$ cat config.mk
export PLATFORM = sky130hd
export DESIGN_NAME = avg_window
export DESIGN_NICKNAME = d
export VERILOG_FILES = /design/src/rtl/avg_pkg.sv /design/src/rtl/avg_nearest_sel.sv /design/src/rtl/avg_window.sv
export SDC_FILE = /design/constraint.sdc
export NUM_CORES = 1
export LEC_CHECK = 0
export ABC_CLOCK_PERIOD_IN_PS = 27100
export BUFFER_PORTS_ARGS = -buffer_cell sky130_fd_sc_hd__buf_2
export CORE_MARGIN = 10
export CORE_UTILIZATION = 35
export CTS_CLUSTER_DIAMETER = 50
export CTS_CLUSTER_SIZE = 25
export DETAILED_ROUTE_END_ITERATION = 10
export GPL_TIMING_DRIVEN = 0
export SYNTH_ARGS = -nofsm -noshare
export SYNTH_HDL_FRONTEND = slang
export SYNTH_SLANG_ARGS = --single-unit
$ cat constraint.sdc
create_clock -name clk -period 27.1 [get_ports clk]
set_clock_uncertainty 0.1 [all_clocks]
set_input_delay 1.355 -clock clk [delete_from_list [all_inputs] [get_ports clk]]
set_output_delay 1.355 -clock clk [all_outputs]
set_load 0.05 [all_outputs]
$ cat src/rtl/avg_pkg.sv
// ----------------------------------------------------------------------------
// avg_pkg
// Shared definitions for the sliding-window averager:
//   - result mode encodings (mean / nearest window sample not above the mean)
//   - running-sum width helper
//   - window-depth legality helper
// No ports (package).
// ----------------------------------------------------------------------------
package avg_pkg;

   localparam logic MODE_MEAN    = 1'b0;
   localparam logic MODE_NEAREST = 1'b1;

   localparam int WIN_MIN = 2;
   localparam int WIN_MAX = 64;

   // Width that holds WIN*(2^DW-1) without wrapping.
   function automatic int calc_sw(input int dw, input int win);
      return dw + $clog2(win);
   endfunction

   function automatic bit win_legal(input int win);
      return (win >= WIN_MIN) && (win <= WIN_MAX);
   endfunction

endpackage

$ cat src/rtl/avg_nearest_sel.sv
// ----------------------------------------------------------------------------
// avg_nearest_sel
// Combinational selector: largest buffer entry that does not exceed mean.
// Entries above the mean are replaced by zero, then a binary max tree reduces
// them. Zero is a safe filler because all values are unsigned and at least
// one real entry always qualifies (the minimum never exceeds the mean).
// Ports:
//   entries  in  WIN*DW  flattened window, entry i at [i*DW +: DW]
//   mean     in  DW      truncated window mean
//   nearest  out DW      max{ entry : entry <= mean }
// ----------------------------------------------------------------------------
module avg_nearest_sel #(
   parameter int DW  = 16,
   parameter int WIN = 12
) (
   input  logic [WIN*DW-1:0] entries,
   input  logic [DW-1:0]     mean,
   output logic [DW-1:0]     nearest
);

   // Tree padded to a power of two; heap layout, leaves at LEAVES..2*LEAVES-1.
   localparam int LEAVES = 1 << $clog2(WIN);

   logic [DW-1:0] node_s [1:2*LEAVES-1];

   // Filter the leaves against the mean, then reduce bottom-up to node 1.
   always_comb begin
      for (int n = 1; n < 2 * LEAVES; n++) begin
         node_s[n] = '0;
      end
      for (int i = 0; i < WIN; i++) begin
         if (entries[i*DW +: DW] <= mean) begin
            node_s[LEAVES + i] = entries[i*DW +: DW];
         end else begin
            node_s[LEAVES + i] = '0;
         end
      end
      for (int n = LEAVES - 1; n >= 1; n--) begin
         if (node_s[2*n] > node_s[2*n + 1]) begin
            node_s[n] = node_s[2*n];
         end else begin
            node_s[n] = node_s[2*n + 1];
         end
      end
      nearest = node_s[1];
   end

endmodule

$ cat src/rtl/avg_window.sv
// ----------------------------------------------------------------------------
// avg_window
// Sliding-window averager over the last WIN unsigned samples. Once the window
// is full, every accepted sample yields one result a cycle later: either the
// truncated mean or the largest window sample not exceeding that mean.
// Ports:
//   clk        in   1   rising-edge clock
//   reset      in   1   asynchronous reset, active low
//   clear      in   1   synchronous window flush (drops that cycle's sample)
//   din_valid  in   1   sample qualifier
//   din        in   DW  sample
//   mode       in   1   MODE_MEAN / MODE_NEAREST, captured with the sample
//   ready      out  1   one-cycle result strobe
//   dout       out  DW  result, holds between strobes
// ----------------------------------------------------------------------------
module avg_window
   import avg_pkg::*;
#(
   parameter int DW  = 16,
   parameter int WIN = 12
) (
   input  logic          clk,
   input  logic          reset,
   input  logic          clear,
   input  logic          din_valid,
   input  logic [DW-1:0] din,
   input  logic          mode,
   output logic          ready,
   output logic [DW-1:0] dout
);

   localparam int SW = calc_sw(DW, WIN);
   localparam int PW = $clog2(WIN);
   localparam int CW = $clog2(WIN + 1);

   localparam logic [PW-1:0] PTR_LAST = PW'(WIN - 1);
   localparam logic [CW-1:0] CNT_FULL = CW'(WIN);
   localparam logic [CW-1:0] CNT_LAST = CW'(WIN - 1);
   localparam logic [SW-1:0] WIN_DIV  = SW'(WIN);

   if (!win_legal(WIN)) begin : g_win_check
      $error("avg_window: WIN must lie in 2..64");
   end

   logic [DW-1:0]     buf_r [WIN];
   logic [PW-1:0]     ptr_r;
   logic [CW-1:0]     count_r;
   logic [SW-1:0]     sum_r;
   logic              s1_valid_r;
   logic              s1_mode_r;

   logic              accept_s;
   logic              full_s;
   logic              fills_s;
   logic [DW-1:0]     old_s;
   logic [PW-1:0]     ptr_nxt_s;
   logic [CW-1:0]     count_nxt_s;
   logic [SW-1:0]     sum_nxt_s;
   logic [DW-1:0]     mean_s;
   logic [DW-1:0]     nearest_s;
   logic [DW-1:0]     result_s;
   logic [WIN*DW-1:0] buf_flat_s;

   // Accept decode and next values for pointer, fill count and running sum.
   always_comb begin
      accept_s = din_valid & ~clear;
      full_s   = (count_r == CNT_FULL);
      // The accept that brings the count to WIN (or keeps it there) owns a result.
      fills_s  = accept_s & (count_r >= CNT_LAST);
      // Oldest entry leaves the sum on the same edge it is overwritten.
      if (full_s) begin
         old_s = buf_r[ptr_r];
      end else begin
         old_s = '0;
      end
      if (ptr_r == PTR_LAST) begin
         ptr_nxt_s = '0;
      end else begin
         ptr_nxt_s = ptr_r + PW'(1);
      end
      if (full_s) begin
         count_nxt_s = count_r;
      end else begin
         count_nxt_s = count_r + CW'(1);
      end
      sum_nxt_s = sum_r + SW'(din) - SW'(old_s);
   end

   // Mean of the current window; the quotient always fits DW bits.
   always_comb begin
      mean_s = DW'(sum_r / WIN_DIV);
   end

   // Present the buffer as one flat vector to the nearest-sample selector.
   always_comb begin
      buf_flat_s = '0;
      for (int i = 0; i < WIN; i++) begin
         buf_flat_s[i*DW +: DW] = buf_r[i];
      end
   end

   avg_nearest_sel #(
      .DW  (DW),
      .WIN (WIN)
   ) u_nearest (
      .entries (buf_flat_s),
      .mean    (mean_s),
      .nearest (nearest_s)
   );

   // Result select using the mode captured with the sample.
   always_comb begin
      if (s1_mode_r == MODE_NEAREST) begin
         result_s = nearest_s;
      end else begin
         result_s = mean_s;
      end
   end

   // Sample storage; contents are never read before being written.
   always_ff @(posedge clk) begin
      if (accept_s) begin
         buf_r[ptr_r] <= din;
      end
   end

   // Window bookkeeping and stage-1 capture.
   always_ff @(posedge clk or negedge reset) begin
      if (!reset) begin
         ptr_r      <= '0;
         count_r    <= '0;
         sum_r      <= '0;
         s1_valid_r <= 1'b0;
         s1_mode_r  <= MODE_MEAN;
      end else begin
         s1_valid_r <= fills_s;
         if (clear) begin
            ptr_r   <= '0;
            count_r <= '0;
            sum_r   <= '0;
         end else if (accept_s) begin
            ptr_r     <= ptr_nxt_s;
            count_r   <= count_nxt_s;
            sum_r     <= sum_nxt_s;
            s1_mode_r <= mode;
         end
      end
   end

   // Stage 2: registered result and one-cycle strobe. A result captured in
   // stage 1 completes even if clear arrives on this edge.
   always_ff @(posedge clk or negedge reset) begin
      if (!reset) begin
         ready <= 1'b0;
         dout  <= '0;
      end else begin
         ready <= s1_valid_r;
         if (s1_valid_r) begin
            dout <= result_s;
         end
      end
   end

endmodule
## After elaboration in Yosys (flattened, before gate mapping)

Memory sizes are Yosys's and may differ from the RTL's.
Cells that the tools add are included.

| word-level totals | value |
|---|---|
| bits in registers | 47 |
| bits in writable memories | 192 |
| bits of input ports | 21 |
| output and inout port bits | 17 |
| logic and storage cells | 83 |
| memories | 1 |

| operators by class | value |
|---|---|
| add/sub/neg operators | 4 |
| divide/modulo/power cells | 1 |
| $lt $le $gt $ge | 25 |
| equal/unequal tests | 3 |
| muxes and demuxes | 36 |
| bitwise gates (word level) | 3 |
| reductions and logical operators | 3 |

Memory list:

| memory | words | width | rd ports | clocked after Yosys merged registers in | write ports | line | text |
|---|---|---|---|---|---|---|---|
| buf_r | 12 | 16 | 13 | 0 | 1 | avg_window.sv:45 | `logic [DW-1:0] buf_r [WIN];` |

Operator list:

| kind | number |
|---|---|
| 16-bit two-way mux | 26 |
| 16-bit less-or-equal comparator | 12 |
| 16-bit greater-than comparator | 11 |
| 20-bit two-way mux | 2 |
| 4-bit two-way mux | 6 |
| 20-bit by 16-bit adder with 20-bit output | 1 |
| 20-bit by 4-bit divider with 20-bit output (second input constant) | 1 |
| 20-bit by 16-bit subtractor with 20-bit output | 1 |
| 16-bit by 1-bit greater-than comparator with 1-bit output (second input constant) | 1 |
| 4-bit by 1-bit adder with 4-bit output (second input constant) | 2 |
| 4-bit == test (second input constant) | 2 |
| 4-bit >= comparator (second input constant) | 1 |
| 2-bit AND reduction | 2 |
| 1-bit AND | 2 |
| 1-bit two-way mux | 2 |
| 2-bit inequality test (second input constant) | 1 |
| 2-bit nonzero test | 1 |
| 1-bit inverter | 1 |

## Logic depth before layout (Yosys ltp)

Gate-level depths: netlist of the first run.

| logic depth | value |
|---|---|
| depth in word-level cells | 12 |
| mapped depth | 124 |
| mapped depth without buffers | 115 |

## By module

From an unflattened synthesis of the first run, not the netlist that was laid out.

| unflattened totals | value |
|---|---|
| cells, all modules | 3298 |
| area total of the unflattened synthesis | 30645.6 µm² |

Modules (own cells, without submodules):

| module | instances | cells an instance | area an instance (µm²) | sequential area each (µm²) |
|---|---|---|---|---|
| avg_window | 1 | 1535 | 18302.6 | 8863.5 |
| avg_nearest_sel | 1 | 1763 | 12343.1 | 0.0 |

## Worst setup path after synthesis of the first run

Ideal clock, no wire load.

| timing | value |
|---|---|
| path kind | reg2reg |
| from | reg sum_r[17] |
| to | reg dout[1] |
| setup time | 0.118 ns |
| data arrival time | 20.968 ns |
| data required time | 26.882 ns |
| path slack | 5.913 ns |
| stages on the path, launching flop included | 109 |
| path buffers | 10 |
| period minus slack after synthesis | 21.187 ns |
| path through | dfrtp_1 > buf_2 > clkinv_1 > ha_1 > o21a_2 > xnor2_2 > nand3_1 > a311o_1 > and3_1 > buf_6 > or4_4 > and3_4 > a221o_1 > buf_6 > clkinv_2 > nand3_1 > a31o_2 > inv_2 > [73 not listed] > ha_1 > nor2b_1 > o21a_1 > o21ai_0 > nand2b_1 > a21oi_1 > nor2b_1 > o21ai_0 > nand2b_1 > a21oi_1 > o31ai_1 > a21o_1 > a21oi_1 > a21oi_1 > clkbuf_1 > a211oi_1 > a211oi_1 > a21o_1 |

| on the way | value |
|---|---|
| word-level cells in the longest chain between the ends | 12 |
| elaborated cells between the ends (all ways) | 50 |
| classes of those cells | div: 1; order compare: 24; mux: 25 |

RTL lines:

| what | line | text |
|---|---|---|
| from (decl) | avg_window.sv:48 | `logic [SW-1:0] sum_r;` |
| from (signal assigned) | avg_window.sv:144 | `sum_r <= sum_nxt_s;` |
| 20-bit by 4-bit divider with 20-bit output * | avg_window.sv:91 | `mean_s = DW'(sum_r / WIN_DIV);` |
| 16-bit less-or-equal comparator | avg_nearest_sel.sv:32 | `if (entries[i*DW +: DW] <= mean) begin` |
| 16-bit two-way mux | avg_nearest_sel.sv:32 |  |
| 16-bit greater-than comparator | avg_nearest_sel.sv:39 | `if (node_s[2*n] > node_s[2*n + 1]) begin` |
| 16-bit two-way mux | avg_nearest_sel.sv:39 |  |
| 16-bit greater-than comparator | avg_nearest_sel.sv:39 |  |
| 16-bit two-way mux | avg_nearest_sel.sv:39 |  |
| 16-bit greater-than comparator or 16-bit by 1-bit greater-than comparator with 1-bit output (tied branches) | avg_nearest_sel.sv:39 |  |
| 16-bit two-way mux | avg_nearest_sel.sv:39 |  |
| 16-bit greater-than comparator | avg_nearest_sel.sv:39 |  |
| 16-bit two-way mux | avg_nearest_sel.sv:39 |  |
| 16-bit two-way mux * | avg_window.sv:113 | `if (s1_mode_r == MODE_NEAREST) begin` |
| to (signal assigned) | avg_window.sv:159 | `dout <= result_s;` |
| to (decl) | avg_window.sv:29 | `output logic [DW-1:0] dout` |

Mark *: on every way between the ends. The rest lies on a longest branch, timed or not.
A chain may end at the register's enable or synchronous reset.

## Worst setup path after layout of the first run

| timing | value |
|---|---|
| from | reg sum_r[17] |
| to | reg dout[11] |

Same word-level chain as after synthesis.

==> key figures, run 1 <==
Placed design
  – GP Congestion: 1.00
  – Dpl hpwl: 80,200 µm
  – Buffers added on ports: 36

Setup path
  – Startpoint Class: flip-flop
  – Top cell by count, worst path: a21oi_1
  – Max stage delay on crit path: 0.86 ns
  – Worst r2r path cells: 106
  – Crit-path max FO: 21
  – Critical path class: flip-flop to flip-flop
  – Crit path DAT: 25.62 ns
  – R2R setup slack: 1.84 ns
  – Crit path capture type: flip-flop
  – Worst path slowest cell: o21ai_0
  – Worst r2r dst: dout[11]
  – Launching point of the worst reg2reg path: sum_r[17]
  – Worst EP required: 27.46 ns

Yosys
  – Post-synth EDFFs: 256
  – Synth cell count leaders: ha_1 (395), nand2_1 (321), edfxtp_1 (256)
  – Post-synthesis sequential area ratio: 30.3%
  – Syn Nets: 3,561
  – Synth Warn #: 0
  – Synthesis-stage register bit count: 303
  – Synthesized cell area: 29,300 µm²
  – Post-Syn Instances: around 3,100
  – Top FF cell, synth: edfxtp_1
  – Count of different cell masters after synthesis: approximately 120
  – Top-count cell post-synth: ha_1
  – Top cells by area, synth: edfxtp_1 (26%), ha_1 (17%), mux4_2 (6.2%)
  – Share of the synthesized area in the top cell type: between 20% and 30%
  – Fraction of registers with async set/reset: 15.5%
  – Post-Syn Area per Cell: 9.35 µm²
  – Post-synth top area cell: edfxtp_1

Floorplanning
  – Die width: 309 µm
  – # rows: 105
  – Die H: 309 µm
  – Die area: 95,600 µm²
  – Initial Utilization: 35.5%
  – Core ar.: slightly above 80,000 µm²
  – Ports: 38

Routing
  – Via density: 5.88
  – Initial DRC count: 2,519
  – DRT Pass-1 Iters: 5
  – Drc violations: 0
  – Via Count: ~25,000
  – Post-Route WL: 102,000 µm
  – Routed length per instance: 23.5 µm
  – ANT nets after route: 0

Clock tree
  – CTS tree: built
  – CTS clock-pin slew for the worst setup and hold paths: 0.07 ns
  – Number of buffers created by CTS: 39
  – H-tree level count: 2
  – Worst skew pair latency: roughly 0.60 ns
  – Clock Path Buffers: 3
  – Clock sink count: 303
  – Root Driver: clkbuf_16

Worst hold path
  – Hold Startpoint: s1_valid_r
  – Worst Hold Class: flip-flop to flip-flop
  – Worst hold stages: 0
  – Worst Hold Endpoint: ready

Cells and area
  – Syn-to-layout area delta: 11.4%
  – Share of cells above drive strength 1: 10.5%
  – Layout net count: 3,656
  – Fillers: 8,140

Global route
  – Largest net degree at the start of global routing: 48
  – Vias in the first global route: 24,501
  – Grt ovf: 0
  – Initial antenna violation count: 6
  – Global-route wire length before repair: 153,000 µm
  – GRT Resource Usage Total: 21.0%

STA
  – RSZ-0062 raised after global routing: false
  – Tcrit/Tclk final: 93.2%
  – Setup violators final: 0
  – Slew Limit Fails: 0
  – Slew HR: 2.15%
  – Final hold viol count: 0
  – Final Hold Slack: between 0.2 and 0.3 ns
  – Actual slew at the worst max-slew pin: between 1 and 1.5 ns
  – Max Freq: 39.6 MHz
  – Fin crit period: roughly 25 ns

Run status
  – Failing checks: capacitance limit
  – Status: finished with violations

Run
  – # Max-Cap Violations: 1
routing by layer:
metal  GRT usage (%)  vias up  routed length (µm)
li1                -    11932                   -
met1            29.2    12352               45400
met2            32.6     1001               44300
met3            2.94      153                7740
met4            7.88        2                4340
met5               0        -                  13
logic make-up (layout without fill, tap and decap cells):
| group | count (synthesis) | in the layout | synth area share (%) |
|---|---|---|---|
| simple gates | 1059 | 1059 | 18.3 |
| buf+inv | 329 | 455 | 4.49 |
| fa+ha+maj | 413 | 413 | 18.0 |
| xor+xnor | 57 | 57 | 1.81 |
| other cells | 0 | 1 | 0 |
| mux | 167 | 167 | 9.24 |
| flops | 303 | 303 | 30.3 |
| compound gates | 801 | 801 | 17.9 |
layout make-up:
class	instances	area, µm²	area share [%]
Clock inverter	31	428	1.31
Sequential cell	303	8860	27.2
Multi-Input combinational cell	2497	19300	59.1
Buffer	126	559	1.71
Antenna cell	1	2.50	0.00767
Clock buffer	41	993	3.05
Timing Repair Buffer	54	390	1.20
Tap cell	1070	1340	4.10
Inverter	203	779	2.39
flip-flops by register name, summed over array words and instances, names as in the netlist:
signal      count
ptr_r           4
count_r         4
buf_r         256
sum_r          20
ready           1
dout           16
s1_valid_r      1
s1_mode_r       1
how the worst max path moves through the flow:
stage          slack (ns)       from  endpoint  depth (start not counted)
6_report             1.84  sum_r[17]  dout[11]                        106
2_1_floorplan        5.91  sum_r[17]   dout[1]                        108
3_5_place_dp         0.42  sum_r[17]  dout[13]                        111
3_3_place_gp        -3.65  sum_r[17]   dout[1]                        105
5_1_grt              0.05  sum_r[17]  dout[11]                        117
4_1_cts              0.38  sum_r[17]  dout[13]                        111
stage by stage:
stage | util (%) | instance area [µm²] | TNS, ns | instances | setup WS [ns]
6_report | 39.5 | 32600 | 0 | 4326 | 1.84
5_1_grt | 39.5 | 32600 | 0 | 4325 | 0.0498
4_1_cts | 39.4 | 32500 | 0 | 4323 | 0.383
3_5_place_dp | 37.7 | 31100 | 0 | 4251 | 0.424
3_3_place_gp | 37.3 | 30800 | -55.41 | 4235 | -3.65
2_1_floorplan | - | 29300 | 0 | 3129 | 5.91
critical path: cells and delay by family, from the launching register on:
| family | cells | cell delay [ns] |
|---|---|---|
| flops | 1 | 0.38 |
| fa+ha+maj | 6 | 1.88 |
| mux | 4 | 1.21 |
| simple gates | 24 | 3.70 |
| xor+xnor | 2 | 0.52 |
| buf+inv | 16 | 4.92 |
| compound gates | 54 | 12.35 |
cells in the final DEF (no fill, tap or decap), types with 22 or more instances in the layout:
cell type    n
nor2b_1    130
mux2_2      22
a211oi_1    34
xnor2_1     39
a31oi_1     40
clkbuf_16   39
a21o_1      70
inv_1      190
nor3_1      37
o31ai_1     25
dfrtp_1     47
a21oi_1    216
nand2b_1    71
mux4_2      80
mux2i_1     64
edfxtp_1   256
nor2_1     199
and2_1      45
nand2_1    321
o21a_1      32
o21ai_0    195
nand4_1     91
clkbuf_1    87
buf_2       45
ha_1       395
nand3_1     46
what timing repair did:
action / CTS / global route
endpoints found under the setup margin: 0 / 16
endpoints found under the hold margin: 0 / 0
setup buffers: 0 / 2
resized for setup: 0 / 29
hold buffers: 0 / 0
Power of run 1 is left out: the tool's default activity adds up to more than one toggle a clock period on the data nets, which glitch-free logic cannot reach.
==> run 2, diff against run 1 <==
Settings changed: CTS_BUF_LIST from default to sky130_fd_sc_hd__clkbuf_16.
==> run 2 against run 1 <==
Against the previous run:
- the run now ends clean
- routed wire length is essentially flat
- setup slack better by 0.032 ns
- flip-flop and latch count unchanged
- hold slack got worse by 0.00074 ns
- die area unchanged
- final cell count about the same
- register-to-register slack better by 0.03 ns
- final area about the same
- maximum frequency grew 0.13%
- clock-buffer cell count down 2
- critical path depth is 2 higher
- critical endpoint is now dout[13]
==> key figures, run 2 (same netlist as run 1, synthesis figures left out) <==
Floorplanning
  – Ports: 38 (unchanged)
  – Die H: 309 µm (unchanged)
  – Initial Utilization: 35.5% (unchanged)
  – Die width: 309 µm (unchanged)
  – Core ar.: 82,500 µm² (unchanged)
  – # rows: 105 (unchanged)
  – Die area: 95,600 µm² (unchanged)

Global route
  – Largest net degree at the start of global routing: 48 (unchanged)
  – GRT Resource Usage Total: 21.0% (about the same)
  – Grt ovf: 0 (unchanged)
  – Initial antenna violation count: 6 (unchanged)
  – Met3 Track Usage GR: 2.94% (unchanged)
  – M1 GR Usage: 29.2% (about the same)
  – Global-route wire length before repair: 153,000 µm (unchanged)
  – Vias in the first global route: 24,502 (+0.0041%)
  – Most used routing layer: met2
  – Met2 Usage GRT: 32.6% (about the same)

Clock tree
  – CTS tree: built
  – Clock sink count: 303 (unchanged)
  – CTS Hold Buffers Added: 0 (unchanged)
  – H-tree level count: 2 (unchanged)
  – Clock Path Buffers: 3 (unchanged)
  – CTS clock-pin slew for the worst setup and hold paths: 0.06 ns (about the same)
  – Root Driver: clkbuf_16
  – Worst skew pair latency: 0.61 ns (about the same)
  – Number of buffers created by CTS: 39 (unchanged)

Routing
  – Drc violations: 0 (unchanged)
  – Via Count: 25,421 (-0.075%)
  – Via density: 5.87 (about the same)
  – Initial DRC count: 2,551 (+1.3%)
  – DRT Pass-1 Iters: 6 (+1)
  – Routed length per instance: 23.5 µm (about the same)
  – ANT nets after route: 0 (unchanged)
  – Post-Route WL: 102,000 µm (about the same)

Run status
  – Status: finished clean

Cells and area
  – Syn-to-layout area delta: 11.4% (about the same)
  – Largest registers: buf_r: 256 flops, sum_r: 20 flops, dout: 16 flops
  – Largest Register: buf_r
  – Fillers: 8,141 (+0.012%)
  – Share of cells above drive strength 1: 10.5% (-0.031 points)
  – Commonest non-fill, non-tap cells in the layout: ha_1 (395), nand2_1 (321), edfxtp_1 (256)
  – Most common cell after layout, fill and taps aside: ha_1
  – Max FFs per register: 256 (unchanged)
  – Util after Layout: 39.5% (about the same)
  – Layout net count: 3,656 (unchanged)

Worst hold path
  – Hold Startpoint: s1_valid_r
  – Worst hold stages: 0 (unchanged)
  – Worst Hold Class: flip-flop to flip-flop
  – Worst Hold Endpoint: ready

STA
  – Slew HR: 4.40% (+2.3 points)
  – Slew Limit Fails: 0 (unchanged)
  – Tcrit/Tclk final: 93.1% (-0.12 points)
  – Actual slew at the worst max-slew pin: 1.42 ns (-0.0334 ns)
  – Final hold viol count: 0 (unchanged)
  – Setup violators final: 0 (unchanged)
  – RSZ-0062 raised after global routing: false
  – Max Freq: 39.6 MHz (+0.13%)
  – Fin crit period: 25.23 ns (-0.0325 ns)

Setup path
  – Worst r2r path cells: 108 (+1.9%)
  – Launching point of the worst reg2reg path: sum_r[17]
  – Critical path class: flip-flop to flip-flop
  – Top cell by count, worst path: a21oi_1
  – Worst EP required: 27.52 ns (+0.06 ns)
  – Worst r2r dst: dout[13]
  – Worst path slowest cell: o21ai_0
  – Crit path capture type: flip-flop
  – Crit-path max FO: 21 (unchanged)
  – Startpoint Class: flip-flop
  – Max stage delay on crit path: 0.84 ns (-0.02 ns)
  – Crit path DAT: 25.65 ns (+0.03 ns)
  – R2R setup slack: 1.87 ns (+0.03 ns)

Placed design
  – GP Congestion: 1.00 (unchanged)
  – Buffers added on ports: 36 (unchanged)
  – Dpl hpwl: 80,200 µm (unchanged)

Run
  – # Max-Cap Violations: 0 (-1)
-- run 2: cell types whose count changed in the layout (fill, tap and decap cells not counted), sizes merged --
cell,previous run,this run
diode,1,2
clkinv,15,16
clkbuf,133,131
inv,213,214
-- run 2: worst max path at each step --
stage	slack, ns	startpoint	end	depth (start not counted)
global placement	-3.65	sum_r[17]	dout[1]	105
floorplan	5.91	sum_r[17]	dout[1]	108
finish	1.87	sum_r[17]	dout[13]	108
global route	0.05	sum_r[17]	dout[11]	117
CTS	0.38	sum_r[17]	dout[13]	111
detailed placement	0.42	sum_r[17]	dout[13]	111
-- run 2: timing repair --
action | in CTS | in global routing
resized for setup | 0 | 29
endpoints found under the setup margin | 0 | 16
setup buffers | 0 | 2
-- run 2: cell type report --
type	instances	area, µm²	share of cell area, %
Multi-Input combinational cell	2497	19300	59.1
Sequential cell	303	8860	27.2
Tap cell	1070	1340	4.11
Clock buffer	39	976	2.99
Inverter	203	779	2.39
Buffer	126	559	1.72
Clock inverter	33	435	1.34
Timing Repair Buffer	54	390	1.20
Antenna cell	2	5.00	0.0153
-- run 2: critical path: cells and delay by family, from the launching register on --
kind            cells  cell delay [ns]
compound gates     55            12.41
buf+inv            16             4.75
simple gates       25             3.83
fa+ha+maj           6             1.87
mux                 4             1.22
xor+xnor            2             0.52
flops               1             0.38
-- run 2: through the flow --
| step | worst slack (ns) | cells | hold slack [ns] | setup TNS [ns] | cell area [µm²] |
|---|---|---|---|---|---|
| 2_1_floorplan | 5.91 | 3129 | 0.252 | 0 | 29300 |
| 3_3_place_gp | -3.65 | 4235 | 0.262 | -55.41 | 30800 |
| 3_5_place_dp | 0.424 | 4251 | 0.271 | 0 | 31100 |
| 4_1_cts | 0.383 | 4323 | 0.294 | 0 | 32500 |
| 5_1_grt | 0.0498 | 4325 | 0.310 | 0 | 32600 |
| 6_report | 1.87 | 4327 | 0.297 | 0 | 32600 |
-- run 2: metal layers --
metal,vias to the layer above,share of wire [%]
met2,1015,43
met5,-,0.013
met1,12318,45
met3,151,7.8
li1,11935,-
met4,2,4.2
Power of run 2 is left out for the same reason.
